--- src/rtl/cond_ctrl_pipe.sv ---
// cond_ctrl_pipe: E/M/W control pipeline with ARM condition evaluation against the NZCV flags.
// Exposes every E/M/W-side field the hazard unit needs; FlushE turns the D->E transfer into a bubble.
module cond_ctrl_pipe #(
    parameter int          ADDR_W    = 4,
    parameter logic [3:0]  FLAGS_RST = 4'b0000
) (
    input  logic              Clk,
    input  logic              Reset,
    input  logic              FlushE,
    input  logic [ADDR_W-1:0] RA1D,
    input  logic [ADDR_W-1:0] RA2D,
    input  logic [ADDR_W-1:0] WA3D,
    input  logic              RegWriteD,
    input  logic              MemToRegD,
    input  logic              PCSrcD,
    input  logic              BranchD,
    input  logic [1:0]        FlagWriteD,
    input  logic [3:0]        CondD,
    input  logic [3:0]        ALUFlagsE,
    output logic [ADDR_W-1:0] RA1E,
    output logic [ADDR_W-1:0] RA2E,
    output logic [ADDR_W-1:0] WA3E,
    output logic              MemToRegE,
    output logic              PCSrcE,
    output logic              BranchTakenE,
    output logic [ADDR_W-1:0] WA3M,
    output logic              RegWriteM,
    output logic              PCSrcM,
    output logic [ADDR_W-1:0] WA3W,
    output logic              RegWriteW,
    output logic              MemToRegW,
    output logic              PCSrcW
);
    localparam int E_W = 3 * ADDR_W + 10;
    localparam int M_W = ADDR_W + 3;

    logic [E_W-1:0] e_d, e_q;
    logic [M_W-1:0] m_d, m_q, w_q;
    logic [3:0]     flags_d, flags_q;
    logic [3:0]     cond_e;
    logic [1:0]     fw_e;
    logic           rw_e, pcs_e, br_e, cond_ex;
    logic           n, z, c, v, mtr_m;

    assign e_d = FlushE ? '0 : {RA1D, RA2D, WA3D, RegWriteD, MemToRegD, PCSrcD, BranchD, FlagWriteD, CondD};
    assign {RA1E, RA2E, WA3E, rw_e, MemToRegE, pcs_e, br_e, fw_e, cond_e} = e_q;
    assign {n, z, c, v} = flags_q;

    always_comb begin
        cond_ex = 1'b0;
        case (cond_e)
            4'h0: cond_ex = z;
            4'h1: cond_ex = !z;
            4'h2: cond_ex = c;
            4'h3: cond_ex = !c;
            4'h4: cond_ex = n;
            4'h5: cond_ex = !n;
            4'h6: cond_ex = v;
            4'h7: cond_ex = !v;
            4'h8: cond_ex = c & !z;
            4'h9: cond_ex = !c | z;
            4'hA: cond_ex = n == v;
            4'hB: cond_ex = n != v;
            4'hC: cond_ex = !z & (n == v);
            4'hD: cond_ex = z | (n != v);
            4'hE: cond_ex = 1'b1;
            default: cond_ex = 1'b0;
        endcase
    end

    always_comb begin
        flags_d = flags_q;
        if (cond_ex & fw_e[1]) flags_d[3:2] = ALUFlagsE[3:2];
        if (cond_ex & fw_e[0]) flags_d[1:0] = ALUFlagsE[1:0];
    end

    // A failed condition squashes every side effect before the instruction leaves E.
    assign m_d = {WA3E, rw_e & cond_ex, MemToRegE & cond_ex, pcs_e & cond_ex};

    always_ff @(posedge Clk) begin
        if (Reset) begin
            e_q     <= '0;
            m_q     <= '0;
            w_q     <= '0;
            flags_q <= FLAGS_RST;
        end else begin
            e_q     <= e_d;
            m_q     <= m_d;
            w_q     <= m_q;
            flags_q <= flags_d;
        end
    end

    assign PCSrcE       = pcs_e & cond_ex;
    assign BranchTakenE = br_e & cond_ex;
    assign {WA3M, RegWriteM, mtr_m, PCSrcM} = m_q;
    assign {WA3W, RegWriteW, MemToRegW, PCSrcW} = w_q;

    logic unused_mtr_m;
    assign unused_mtr_m = mtr_m;
endmodule

--- config.mk ---
export PLATFORM = sky130hd
export DESIGN_NAME = cond_ctrl_pipe
export DESIGN_NICKNAME = d
export VERILOG_FILES = /design/src/rtl/cond_ctrl_pipe.sv
export SDC_FILE = /design/constraint.sdc
export NUM_CORES = 1
export LEC_CHECK = 0
export ABC_AREA = 1
export CAP_MARGIN = 30
export CORE_ASPECT_RATIO = 1.2
export CORE_MARGIN = 2
export CORE_UTILIZATION = 43
export DETAILED_ROUTE_END_ITERATION = 10
export HOLD_SLACK_MARGIN = 0.1
export PLACE_DENSITY_LB_ADDON = 0.1
export SYNTH_ARGS = -nofsm -noshare
export SYNTH_HDL_FRONTEND = slang
export SYNTH_SLANG_ARGS = --single-unit
--- constraint.sdc ---
create_clock -name Clk -period 1.9 [get_ports Clk]
set_input_delay 0.38 -clock Clk [delete_from_list [all_inputs] [get_ports Clk]]
set_output_delay 0.38 -clock Clk [all_outputs]
set_load 0.05 [all_outputs]
Word level (Yosys, flattened, before mapping)
Index checks and enable logic that the tools add are counted.

storage, ports and cells
  flip-flop bits (word level) = 40
  bits of input ports = 29
  output and inout bits = 28
  word-level logic and storage cells = 38

operators by class
  equality and inequality tests = 16
  mux-type cells = 1
  bitwise operators = 10
  reduce and logical (&&, ||, !) cells = 6

operators by type and width
  kind                  number
  $eq A4 B4 Y1 const B  7
  $eq A4 B3 Y1 const B  4
  $pmux W1 S15          1
  $and A1 B1 Y1         8
  $eq A4 B2 Y1 const B  2
  $eq A4 B1 Y1 const B  1
  $logic_not A1 Y1      4
  $logic_not A4 Y1      1
  $or A1 B1 Y1          2
  $reduce_or A2 Y1      1
  $eq A1 B1 Y1          1
  $ne A1 B1 Y1          1

Depth between registers and ports, before layout
  depth after elaboration = 4
  depth in mapped cells = 13
  gate-level depth less buffers = 12

Least setup slack after synthesis
No wires, ideal clock.

  path kind = register -> output
  start point = register e_q[0]
  end point = output port BranchTakenE
  data arrival time = 1.916 ns
  data required time = 1.520 ns
  slack = -0.396 ns
  stages on the path, launching flop included = 9
  path buffers = 0
  path through = dfxtp_1 -> inv_2 -> nor2_1 -> nand2_1 -> nand2_1 -> nand2_1 -> nand3_1 -> nor2_1 -> a21boi_0

on the way
  word-level cells in the longest chain between the ends = 3
  elaborated cells between the ends (all ways) = 17
  those cells by class = eq/ne (14); mux (1); bitwise (1); reduce/logical (1)

ends and longest elaborated chain
  what                                  RTL line  source
  start, declared                       37        logic [E_W-1:0] e_d, e_q;
  start signal, assigned                82        e_q <= '0;
  start signal, assigned                87        e_q <= e_d;
  $eq A4 B4 Y1 (tied with other cells)  51        case (cond_e)
  $pmux W1 S15 (*)                      51
  $and A1 B1 Y1 (*)                     95        assign BranchTakenE = br_e & cond_ex;
  end, declared                         25        output logic BranchTakenE,

Every way passes the cells marked *; elsewhere a longest branch is shown, timed or not.

Final worst setup path
  start point = register e_q[2]
  end point = output port PCSrcE

on the way
  word-level cells in the longest chain between the ends = 3
  elaborated cells between the ends (all ways) = 17
  those cells by class = eq/ne (14); mux (1); bitwise (1); reduce/logical (1)

ends and longest elaborated chain
  what                                  RTL line  source
  $eq A4 B4 Y1 (tied with other cells)  51
  $pmux W1 S15 (*)                      51
  $and A1 B1 Y1 (*)                     94        assign PCSrcE = pcs_e & cond_ex;
  end, declared                         24        output logic PCSrcE,

Marks and branches as above.

==> key figures <==
Clock tree
  • Clk Latency, worst-skew pair: roughly 290 ps
  • CTS H-tree depth: 2
  • CTS buffer count: 5
  • Clk sinks: 40
  • Clock Tree Buf Depth: 2
  • Clock slew at reported path FFs: 70 ps
  • CTS tree: built
  • Root buffer cell: clkbuf_8

Placed design
  • Post-Place Setup Slack: about 200 ps
  • Port Buffer Count: 56
  • RD Place Congestion: 0.798
  • Placement Cell Area: around 2100 µm²
  • Hpwl dp: about 2200 µm

Die
  • Ports: 57
  • Initial core utilization: 0.454
  • Die X: about 60 µm
  • Die ar.: roughly 4100 µm²
  • Core Region: roughly 3400 µm²
  • Placement Rows: 23
  • Die H: between 60 and 70 µm

Power
  • Power density over the cells: 790 nW/µm²
  • LEAKAGE: slightly above 1 nW
  • Max VDD drop: ~0.57 mV

Timing
  • Slew HR: 0.658
  • Post-route minimum period: about 1900 ps
  • Worst Tran Pin Value: around 510 ps
  • Worst clock skew: 1.29 ps
  • Slew Limit Fails: 0
  • Hold Fails Final Rpt: 0
  • RSZ-0062 raised after global routing: true
  • Final setup fails: 1
  • Period utilization: 1.01
  • Worst setup margin: -18.9 ps
  • Fmax: around 0.52 GHz

Yosys
  • Xor/xnor share of the synthesized area: 0
  • Multiplexer share of the synthesized area: 0
  • Post-Synth Simple-Gate Area: 0.242
  • Yosys cell types: 17
  • Syn_nets: approximately 240
  • Synth Area in Compound Gates: 0.0268
  • Largest family of logic cells by synthesized area: simple AND/OR/NAND/NOR gates
  • Yosys warning total: 0
  • Mapped Cells: between 200 and 250
  • Mapped Area: ~1500 µm²
  • Synth Register Bits: 40
  • Sequential element share of the synthesized area: 0.519
  • Syn Area/Cell: about 7.4 µm²
  • Synth Area in Adders: 0

Worst hold path
  • Hold Path Class: reg2reg
  • Hold Crit Start: m_q[1]$_SDFF_PP0_

GRT
  • Antenna violations before repair: 0
  • Largest net degree at the start of global routing: 18
  • Vias in the first global route: 1266
  • Overflow left after global routing: 0
  • Tot GR Track Use: 0.165
  • Global-route wire length before repair: around 5100 µm

Worst setup path
  • Crit-path max FO: 4
  • CP endpoint kind: output pin
  • Req. time, crit path: ~1500 ps
  • CP Launch Type: flop
  • Crit path from: e_q[2]$_SDFF_PP0_
  • Reg-to-reg startpoint: e_q[2]$_SDFF_PP0_
  • Critical Path AT: about 1500 ps
  • Critical path class: reg2out

Route
  • DR DRC count: 3
  • Final ANT Viol Nets: 0
  • Initial DRC Count: 31
  • Post-detailed-route wirelength per cell: about 9.6 µm
  • Vias per inst: ~4.2
  • Router iterations before antenna repair: 7
  • Routed vias: ~1300
  • DRT Wirelength: 2840 µm

Flow run
  • Number of max-cap violations: 0

Cells and area
  • Util after Layout: 0.657
  • Most common cell after layout, fill and taps aside: clkdlybuf4s50_1
  • Most frequent cells in the layout: clkdlybuf4s50_1, nor2_1, inv_1
  • Area Growth Syn to Fin: 44.8%
  • ANT cells: 0
  • Layout Cell Area excl Fill: 2230 µm²
  • Share of cells above drive strength 1: 0.167
  • Nets: roughly 290

Run status
  • Violated checks: DRC, setup timing
  • Outcome: finished with violations
==> stage by stage <==
stage	hold WS [ps]	power, W	instances	setup TNS (ps)
final	407	0.00176	295	-18.9
after global routing	435	0.00185	295	-280
after CTS	412	0.00179	295	-42.2
after detailed placement	401	0.00112	286	0
after global placement	394	0.00112	286	0
after floorplan	388	0.00103	208	0
==> logic make-up after synthesis <==
logic type             count (synthesis)
buffers and inverters                 69
AOI/OAI and AO/OA                      7
and+or+nand+nor                       92
DFF                                   40
==> what timing repair did <==
action / 4_1_cts / 5_1_grt
gates resized for setup: 12 / 12
cloned: 0 / 0
pin swaps: 4 / 5
buffers inserted: 1 / 0
endpoints found under the setup margin: 2 / 2
hold buffers: 0 / 0
==> final cells by class <==
type | count | area [µm²]
Clock buffer | 6 | 72.6
Clock inverter | 2 | 35.0
Fill cell | 298 | 1160
Inverter | 49 | 185
Multi-Input combinational cell | 99 | 450
Sequential cell | 40 | 820
Tap cell | 37 | 46.3
Timing Repair Buffer | 62 | 623
==> power breakdown <==
group          switching, W  total, W  internal, W
Sequential        0.0000147  0.000875     0.000860
Combinational      0.000121  0.000228     0.000107
Clock              0.000272  0.000662     0.000389
==> cells in the mapped netlist, drive strengths merged <==
| library cell | count | area (µm²) |
|---|---|---|
| inv | 48 | 180 |
| nor2 | 48 | 183 |
| dfxtp | 40 | 801 |
| nand2 | 31 | 124 |
| buf | 17 | 131 |
| nand3 | 11 | 55.1 |
| a21oi | 6 | 33.8 |
| clkbuf | 3 | 11.3 |
| a21boi | 1 | 7.51 |
| clkinv | 1 | 3.75 |
| nor3 | 1 | 5.00 |
| or2 | 1 | 6.26 |
==> critical path, cell delays in order, from the launching register on <==
cell and delay (ps):
dfxtp_4 380, nand2_4 60, a21oi_2 150, nand2_1 80, nand2_1 50, nand2_1 60, nor2_2 130, nand2_2 70
nand2_2 80, inv_2 50, buf_12 140
==> routing by layer <==
layer	vias up	track usage	share of wire
met5	-	0	0
met2	41	0.292	0.51
met1	531	0.153	0.39
met3	6	0.0765	0.085
met4	0	0.0808	0.022
li1	674	-	-
==> flip-flops by register name, indices dropped and copies added, names as in the netlist <==
signal / flops
m_q: 7
flags_q: 4
e_q: 22
w_q: 7
==> final timing paths <==
path,endpoint,slack [ps],cells after the start
min,w_q[1]$_SDFF_PP0_,410,2
min reg2reg,w_q[1]$_SDFF_PP0_,410,2
max reg2reg,flags_q[2]$_SDFFE_PP0P_,450,10
max,PCSrcE,-20,10
No activity file was read; power rests on OpenSTA's default activity.
